$ cat config.mk
export PLATFORM = sky130hd
export DESIGN_NAME = fetch_queue
export DESIGN_NICKNAME = d
export VERILOG_FILES = /design/src/rtl/fetch_queue_pkg.sv /design/src/rtl/fetch_queue.sv
export SDC_FILE = /design/constraint.sdc
export NUM_CORES = 1
export LEC_CHECK = 0
export ABC_AREA = 1
export BUFFER_PORTS_ARGS = -buffer_cell sky130_fd_sc_hd__buf_2
export CAP_MARGIN = 15
export CORE_MARGIN = 3
export CORE_UTILIZATION = 52
export DETAILED_ROUTE_END_ITERATION = 12
export HOLD_SLACK_MARGIN = 0.12
export PLACE_DENSITY = 0.81
export SYNTH_ARGS = -nofsm -noshare
export SYNTH_HDL_FRONTEND = slang
export SYNTH_SLANG_ARGS = --single-unit
export TNS_END_PERCENT = 20
$ cat constraint.sdc
create_clock -name clk -period 3.9 [get_ports clk]
set_clock_uncertainty 0.05 [all_clocks]
set_input_delay 0.39 -clock clk [delete_from_list [all_inputs] [get_ports clk]]
set_output_delay 0.39 -clock clk [all_outputs]
set_load 0.01 [all_outputs]
$ cat src/rtl/fetch_queue_pkg.sv
// fetch_queue_pkg: shared CPU constants used by the fetch buffer.
package fetch_queue_pkg;
  localparam logic [31:0] NOP_INSTR      = 32'h0000_0000;
  localparam logic [31:0] PC_RESET       = 32'h0000_3000;
  localparam logic [31:0] PC_LINK_OFFSET = 32'd8;
endpackage

$ cat src/rtl/fetch_queue.sv
// fetch_queue: FIFO of fetched (pc, instr) pairs feeding ID, with PC back-pressure and redirect flush.
module fetch_queue
  import fetch_queue_pkg::*;
#(
  parameter int DEPTH = 4,
  parameter int CW    = $clog2(DEPTH) + 1
) (
  input  logic          clk,
  input  logic          reset,
  input  logic [31:0]   pc_in,
  input  logic [31:0]   instr_in,
  output logic          pc_en,
  input  logic          flush,
  output logic          id_valid,
  input  logic          id_ready,
  output logic [31:0]   id_instr,
  output logic [31:0]   id_pc,
  output logic [31:0]   id_pc8,
  output logic [CW-1:0] count
);
  localparam int AW = $clog2(DEPTH);
  logic [63:0]   mem [DEPTH];
  logic [AW-1:0] rd_ptr, wr_ptr;
  logic          full, enq, deq;
  logic [63:0]   head;
  assign full     = count == CW'(DEPTH);
  assign id_valid = count != '0;
  // A full queue refuses to enqueue even while draining, keeping id_ready off the pc_en path.
  assign enq      = !full && !flush;
  assign deq      = id_valid && id_ready && !flush;
  assign pc_en    = !full || flush;
  assign head     = mem[rd_ptr];
  always_comb begin
    id_pc    = id_valid ? head[63:32] : '0;
    id_instr = id_valid ? head[31:0] : NOP_INSTR;
    id_pc8   = id_valid ? head[63:32] + PC_LINK_OFFSET : '0;
  end
  always_ff @(posedge clk or negedge reset) begin
    if (!reset) begin
      rd_ptr <= '0;
      wr_ptr <= '0;
      count  <= '0;
    end else if (flush) begin
      rd_ptr <= '0;
      wr_ptr <= '0;
      count  <= '0;
    end else begin
      if (enq) wr_ptr <= wr_ptr + 1'b1;
      if (deq) rd_ptr <= rd_ptr + 1'b1;
      count <= count + CW'(enq) - CW'(deq);
    end
  end
  always_ff @(posedge clk)
    if (enq) mem[wr_ptr] <= {pc_in, instr_in};
endmodule

==> results by group, run 1 <==
Run status
  • Outcome: completed

Global route
  • Antenna violations before repair: 2
  • M1 GR Usage: 30.0%
  • Grt met3 use: 2.97%
  • Largest net degree at the start of global routing: 69
  • Global-route wire length before repair: 44.2 mm
  • Grt total ovfl: 0
  • Met2 GRT Util: 39.0%
  • Tot GR Track Use: 22.6%
  • Vias in the first global route: 8,673
  • Gr busiest metal: met2

Logic synthesis
  • Post-Synthesis Cells: 1,153
  • Mux cell area share after synthesis: 0%
  • Commonest cells post-synth: nand2_1, edfxtp_1, nor2_1
  • Post-synth top flop: edfxtp_1
  • Fraction of registers with async set/reset: 2.66%
  • Number of distinct library cells after synthesis: 27
  • Adder-Cell Fraction of Synth Area: 0.921%
  • Largest cells by area after synthesis: edfxtp_1, nand2_1, nor2_1
  • Simple-Gate Fraction of Synth Area: 21.7%
  • Main combinational cell family by area after synthesis: simple AND/OR/NAND/NOR gates
  • Mapped cell area: 11,700 um^2
  • Sequential cell area fraction in the yosys report: 67.3%
  • Syn_nets: 1,229
  • XOR/XNOR share of the synthesized area: 0.225%
  • Yosys top cell by area: edfxtp_1
  • Share of the synthesized area in the top cell type: 65.8%
  • Post-synth EDFFs: 256
  • Synth Area in Compound Gates: 6.00%
  • Flops & latches, synth: 263
  • Syn Area/Cell: 10.1 um^2
  • Top-count cell post-synth: nand2_1
  • YS warnings: 0

Finish
  • Layout cell share with drive strength beyond 1: 16.9%
  • Non-filler instance count after layout: 1,676
  • Fillcell total: 1,639
  • Layout Nets: 1,450
  • Area growth syn-to-layout: 22.6%

Placement
  • GP Congestion: 0.957
  • Hpwl dp: 16.4 mm
  • Place WS: 0.817 ns
  • Placed instance count: 1,559
  • Port buffer count: 168

Setup path
  • CP max stage delay: 0.50 ns
  • Cell Chain, Critical Path: inv_4, buf_4, nand2_1, nand2_1, nand2_1, nand2_1, nand2_1, nor2_1, nand2_1, nor2_2, nand2_1, nand2_1, inv_1, nor2_1, buf_2
  • Crit path DAT: 3.18 ns
  • Critical path's most frequent cell: nand2_1
  • CP max FO: 50
  • Crit path capture type: primary output
  • Top delay family on crit path: simple AND/OR/NAND/NOR gates
  • Slowest cell on the critical path: dfrtp_4
  • Data required time of the critical path: 3.46 ns
  • Critical path buffer and inverter count: 4
  • Crit path depth: 15
  • Critical path class: reg2out
  • Critical path launch point type: register
  • Cells on worst reg2reg path: 5

Power and ir drop
  • PwrDens: 707 nW/um^2
  • P_leak: 5.82 nW
  • Worst VDD drop: 524 uV

Route
  • Drt wl/cell: 16.6 um
  • Drt via density: 5.39
  • Vias: 9,026
  • Antenna Violating Nets Remaining: 0
  • WL final: 27.9 mm
  • First-pass DRT Iterations: 7
  • DR DRC count: 0
  • Initial DRC count: 852

STA
  • Tcrit/Tclk final: 92.7%
  • Slew @ Worst Pin: 0.865 ns
  • Final max-slew violation count: 0
  • Setup slack after layout: 0.285 ns
  • Max Clock Freq: 0.277 GHz
  • Fin. Hold Viols: 0
  • RSZ-0062 raised after global routing: no
  • Final hold slack: 0.188 ns
  • Final min period: 3.62 ns
  • Worst rel slew slack: 42.2%
  • Final setup violation count: 0

Clock network
  • Clk slew on worst S/H paths: 0.06 ns
  • CTS Buf Count: 26
  • # Post-CTS Setup Buffers: 0
  • CTS tree: built
  • Worst-Skew Late Latency: 0.52 ns
  • Number of H-tree levels: 1
  • CTS root buf: clkbuf_16
  • Clk buf depth: 3
  • CTS sink count: 263

Hold path
  • Worst Hold Class: in2async

Floorplanning
  • Initial core utilization: 53.2%
  • Die width: 156 um
  • Die area: 24,300 um^2
  • DIE HEIGHT: 156 um
  • Area of the core: 22,000 um^2
  • Row count: 54
  • IO Pins: 169

Flow run
  • Max capacitance violation total: 0
==> power breakdown <==
| group | total (mW) | switching (mW) | internal [mW] |
|---|---|---|---|
| Sequential | 3.70 | 0.115 | 3.59 |
| Clock | 2.46 | 0.993 | 1.46 |
| Combinational | 3.96 | 2.71 | 1.25 |
==> per-stage QoR <==
| step | cell area [um^2] | utilization (%) | total power, mW | TNS, ns |
|---|---|---|---|---|
| after floorplan | 11700 | - | 6.25 | -14.52 |
| after global placement | 12800 | 58.3 | 7.53 | 0 |
| after detailed placement | 12800 | 58.3 | 7.62 | 0 |
| after CTS | 14300 | 65.2 | 10.1 | 0 |
| after global routing | 14300 | 65.2 | 10.8 | 0 |
| final | 14300 | 65.2 | 10.1 | 0 |
==> sequential cells by signal, indices dropped and copies added (netlist names) <==
register  count
mem         256
count         3
rd_ptr        2
wr_ptr        2
==> worst paths after layout <==
path | startpoint | end | slack (ns)
max | rd_ptr[0] | id_pc8[23] | 0.28
min | reset | count[0] | 0.19
max reg2reg | count[1] | mem[1][13] | 1.48
min reg2reg | wr_ptr[0] | wr_ptr[0] | 0.56
max in group asynchronous | reset | rd_ptr[0] | 3.43
min in group clk | wr_ptr[0] | wr_ptr[0] | 0.56
==> cells in the final DEF (no fill, tap or decap), types with 2 or more instances in the layout <==
| master | count |
|---|---|
| dlygate4sd3_1 | 67 |
| xor2_1 | 2 |
| o21ai_0 | 82 |
| inv_1 | 40 |
| a32o_1 | 2 |
| diode_2 | 2 |
| buf_12 | 4 |
| edfxtp_1 | 256 |
| clkinv_2 | 3 |
| buf_2 | 168 |
| nor2_1 | 237 |
| a21oi_1 | 51 |
| buf_4 | 10 |
| ha_1 | 7 |
| dfrtp_1 | 5 |
| nor2_4 | 4 |
| clkbuf_16 | 27 |
| inv_2 | 3 |
| clkinv_1 | 6 |
| clkbuf_1 | 8 |
| bufinv_16 | 3 |
| nor2_2 | 5 |
| o211ai_1 | 2 |
| nand2_1 | 315 |
| and2_1 | 3 |
| nor3_1 | 4 |
| nand4_1 | 3 |
| nor3_2 | 2 |
| nand3_1 | 66 |
==> metal layers <==
metal,vias to the layer above,routed length [um]
li1,4334,-
met3,60,2530
met2,465,13600
met4,0,619
met1,4167,11100
met5,-,0
==> repair_timing <==
item,CTS,global route
setup endpoints to repair,0,1
hold buffers,67,0
gates resized for setup,0,1
hold endpoints to repair,267,0
==> cell type report <==
class                      instances  area, um^2  share of cell area [%]
antenna                            2        5.00                  0.0350
clock buffer                      35         706                    4.93
clock inverter                    13         136                   0.953
inverter                          44         168                    1.17
multi-input combinational        789        3410                    23.8
sequential                       263        7870                    55.0
tap                              280         350                    2.45
timing repair buffer             250        1680                    11.7
==> kinds of logic (layout without fill, tap and decap cells) <==
logic type | Yosys count | count (layout)
xor gates and xnor gates | 3 | 3
buffers and inverters | 101 | 342
DFF | 263 | 263
AOI/OAI and AO/OA | 137 | 137
adders and majority gates | 8 | 8
and+or+nand+nor | 641 | 641
other | 0 | 2
Power figures use the tool's default switching activity.
==> run 2: changes to the inputs <==
==> constraint.sdc (replaced) <==
create_clock -name clk -period 3.9 [get_ports clk]
set_clock_uncertainty 0.05 [all_clocks]
set_input_delay 0.195 -clock clk [delete_from_list [all_inputs] [get_ports clk]]
set_output_delay 0.195 -clock clk [all_outputs]
set_load 0.01 [all_outputs]
==> results by group, run 2 (synthesis results as in run 1) <==
Run status
  • Outcome: completed

Setup path
  • Critical path launch point type: register
  • Crit Reg-Reg Endpoint: count[2]
  • Slowest cell on the critical path: dfrtp_4
  • Crit path DAT: 3.38 ns
  • Critical path class: reg2out
  • Top delay family on crit path: simple AND/OR/NAND/NOR gates
  • R2r setup slk: 1.51 ns
  • Critical path buffer and inverter count: 5
  • CP max FO: 51
  • Critical path's most frequent cell: nand2_1
  • Data required time of the critical path: 3.65 ns
  • Cell Chain, Critical Path: inv_4, buf_4, nand2_1, nand3_1, nand2_1, inv_1, nand2_1, nor2_1, nand2_1, nor2_1, nand2_1, nand2_1, nand2_1, inv_1, buf_2
  • Crit path capture type: primary output
  • R2r startpoint: count[1]
  • Cells on worst reg2reg path: 12
  • CP max stage delay: 0.59 ns

STA
  • Max Clock Freq: 0.276 GHz
  • Setup TNS: 0 ns
  • Final min period: 3.63 ns
  • Final max-slew violation count: 0
  • Fin. Hold Viols: 0
  • Slew @ Worst Pin: 1.00 ns
  • Worst rel slew slack: 33.1%
  • RSZ-0062 raised after global routing: no
  • Final setup violation count: 0
  • Tcrit/Tclk final: 93.0%

Route
  • Initial DRC count: 803
  • Antenna Violating Nets Remaining: 0
  • DR DRC count: 0
  • Drt via density: 5.40
  • Vias: 9,053
  • Drt wl/cell: 17.2 um
  • WL final: 28.7 mm
  • First-pass DRT Iterations: 5

Power and ir drop
  • PwrDens: 708 nW/um^2
  • P_leak: 5.81 nW
  • Worst VDD drop: 405 uV

Floorplanning
  • Row count: 54
  • Area of the core: 22,000 um^2
  • IO Pins: 169
  • DIE HEIGHT: 156 um
  • Die width: 156 um
  • Initial core utilization: 53.2%
  • Die area: 24,300 um^2

Finish
  • Area growth syn-to-layout: 22.2%
  • Max reg flops: 256
  • Reg with most FFs: mem
  • Fillcell total: 1,652
  • Layout cell share with drive strength beyond 1: 17.2%
  • Layout Nets: 1,450
  • Most frequent cells in the layout: nand2_1, edfxtp_1, nor2_1, buf_2, o21ai_0
  • Final Core Density: 65.0%
  • Regs by FF count: mem: 256 flops, count: 3 flops
  • Most common cell after layout, fill and taps aside: nand2_1

Global route
  • Grt total ovfl: 0
  • Vias in the first global route: 8,869
  • Largest net degree at the start of global routing: 69
  • Tot GR Track Use: 23.3%
  • Antenna violations before repair: 1
  • Global-route wire length before repair: 45.5 mm

Hold path
  • Hold endpoint: mem[1][11]
  • Worst Hold Class: in2reg
  • Hold path start: instr_in[11]
  • Hold Path Depth: 2

Clock network
  • Worst-Skew Late Latency: 0.53 ns
  • # Post-CTS Setup Buffers: 0
  • CTS tree: built
  • Hold buffer count at cts: 68
  • Clk buf depth: 3
  • Clk slew on worst S/H paths: 0.06 ns
  • Number of H-tree levels: 1
  • Post-cts sizing count: 0
  • CTS Buf Count: 26
  • CTS sink count: 263
  • CTS root buf: clkbuf_16

Placement
  • GP Congestion: 0.935
  • Hpwl dp: 17.0 mm
  • Port buffer count: 168

Flow run
  • Max capacitance violation total: 0
-- run 2: cell types whose count changed in the layout (fill, tap and decap cells not counted), sizes merged --
cell         delta
buf             -1
diode           -1
clkinvlp        +1
bufinv          -1
dlygate4sd3     +1
-- run 2: layout make-up --
type	count	area (um^2)	area share, %
Antenna cell	1	2.50	0.0175
Clock buffer	35	714	5.01
Clock inverter	13	125	0.877
Inverter	44	168	1.17
Multi-Input combinational cell	789	3410	23.9
Sequential cell	263	7870	55.1
Tap cell	280	350	2.45
Timing Repair Buffer	250	1640	11.5
-- run 2: how the worst max path moves through the flow --
| stage | from | end | slack [ns] | cells past startpoint |
|---|---|---|---|---|
| CTS | rd_ptr[0] | id_pc8[23] | 0.28 | 15 |
| global placement | rd_ptr[0] | id_pc8[31] | 0.93 | 14 |
| detailed placement | rd_ptr[0] | id_pc8[23] | 0.85 | 15 |
| floorplan | count[1] | mem[0][0] | -0.06 | 4 |
| finish | rd_ptr[0] | id_pc8[31] | 0.27 | 15 |
| global route | rd_ptr[0] | id_pc8[23] | 0.01 | 15 |
-- run 2: worst register-to-register path, delay by kind of cell (launching register included) --
family | cells | cell delay, ns
simple gates | 4 | 0.44
flops | 1 | 0.46
fa+ha+maj | 3 | 0.79
xor+xnor | 1 | 0.16
buf+inv | 4 | 0.36
-- run 2: per-layer routing --
| metal | routed length, um | track usage [%] |
|---|---|---|
| met5 | 0 | 0 |
| met4 | 518 | 6.06 |
| met3 | 2300 | 3.44 |
| met2 | 14000 | 39.6 |
| met1 | 12000 | 31.6 |
-- run 2: power breakdown --
group / internal [mW] / switching (mW)
logic: 1.22 / 2.69
registers: 3.59 / 0.146
clock network: 1.42 / 1.03
total: 6.24 / 3.86
-- run 2: per-stage QoR --
stage	power, mW	worst slack (ns)	cell area, um^2	instances	hold slack, ns
4_1_cts	10.1	0.280	14300	1674	0.342
6_report	10.1	0.273	14300	1675	0.362
3_3_place_gp	7.53	0.928	12800	1558	-0.00919
3_5_place_dp	7.62	0.853	12800	1558	-0.0110
5_1_grt	10.7	0.0117	14300	1675	0.359
2_1_floorplan	6.25	-0.0567	11700	1153	-0.151
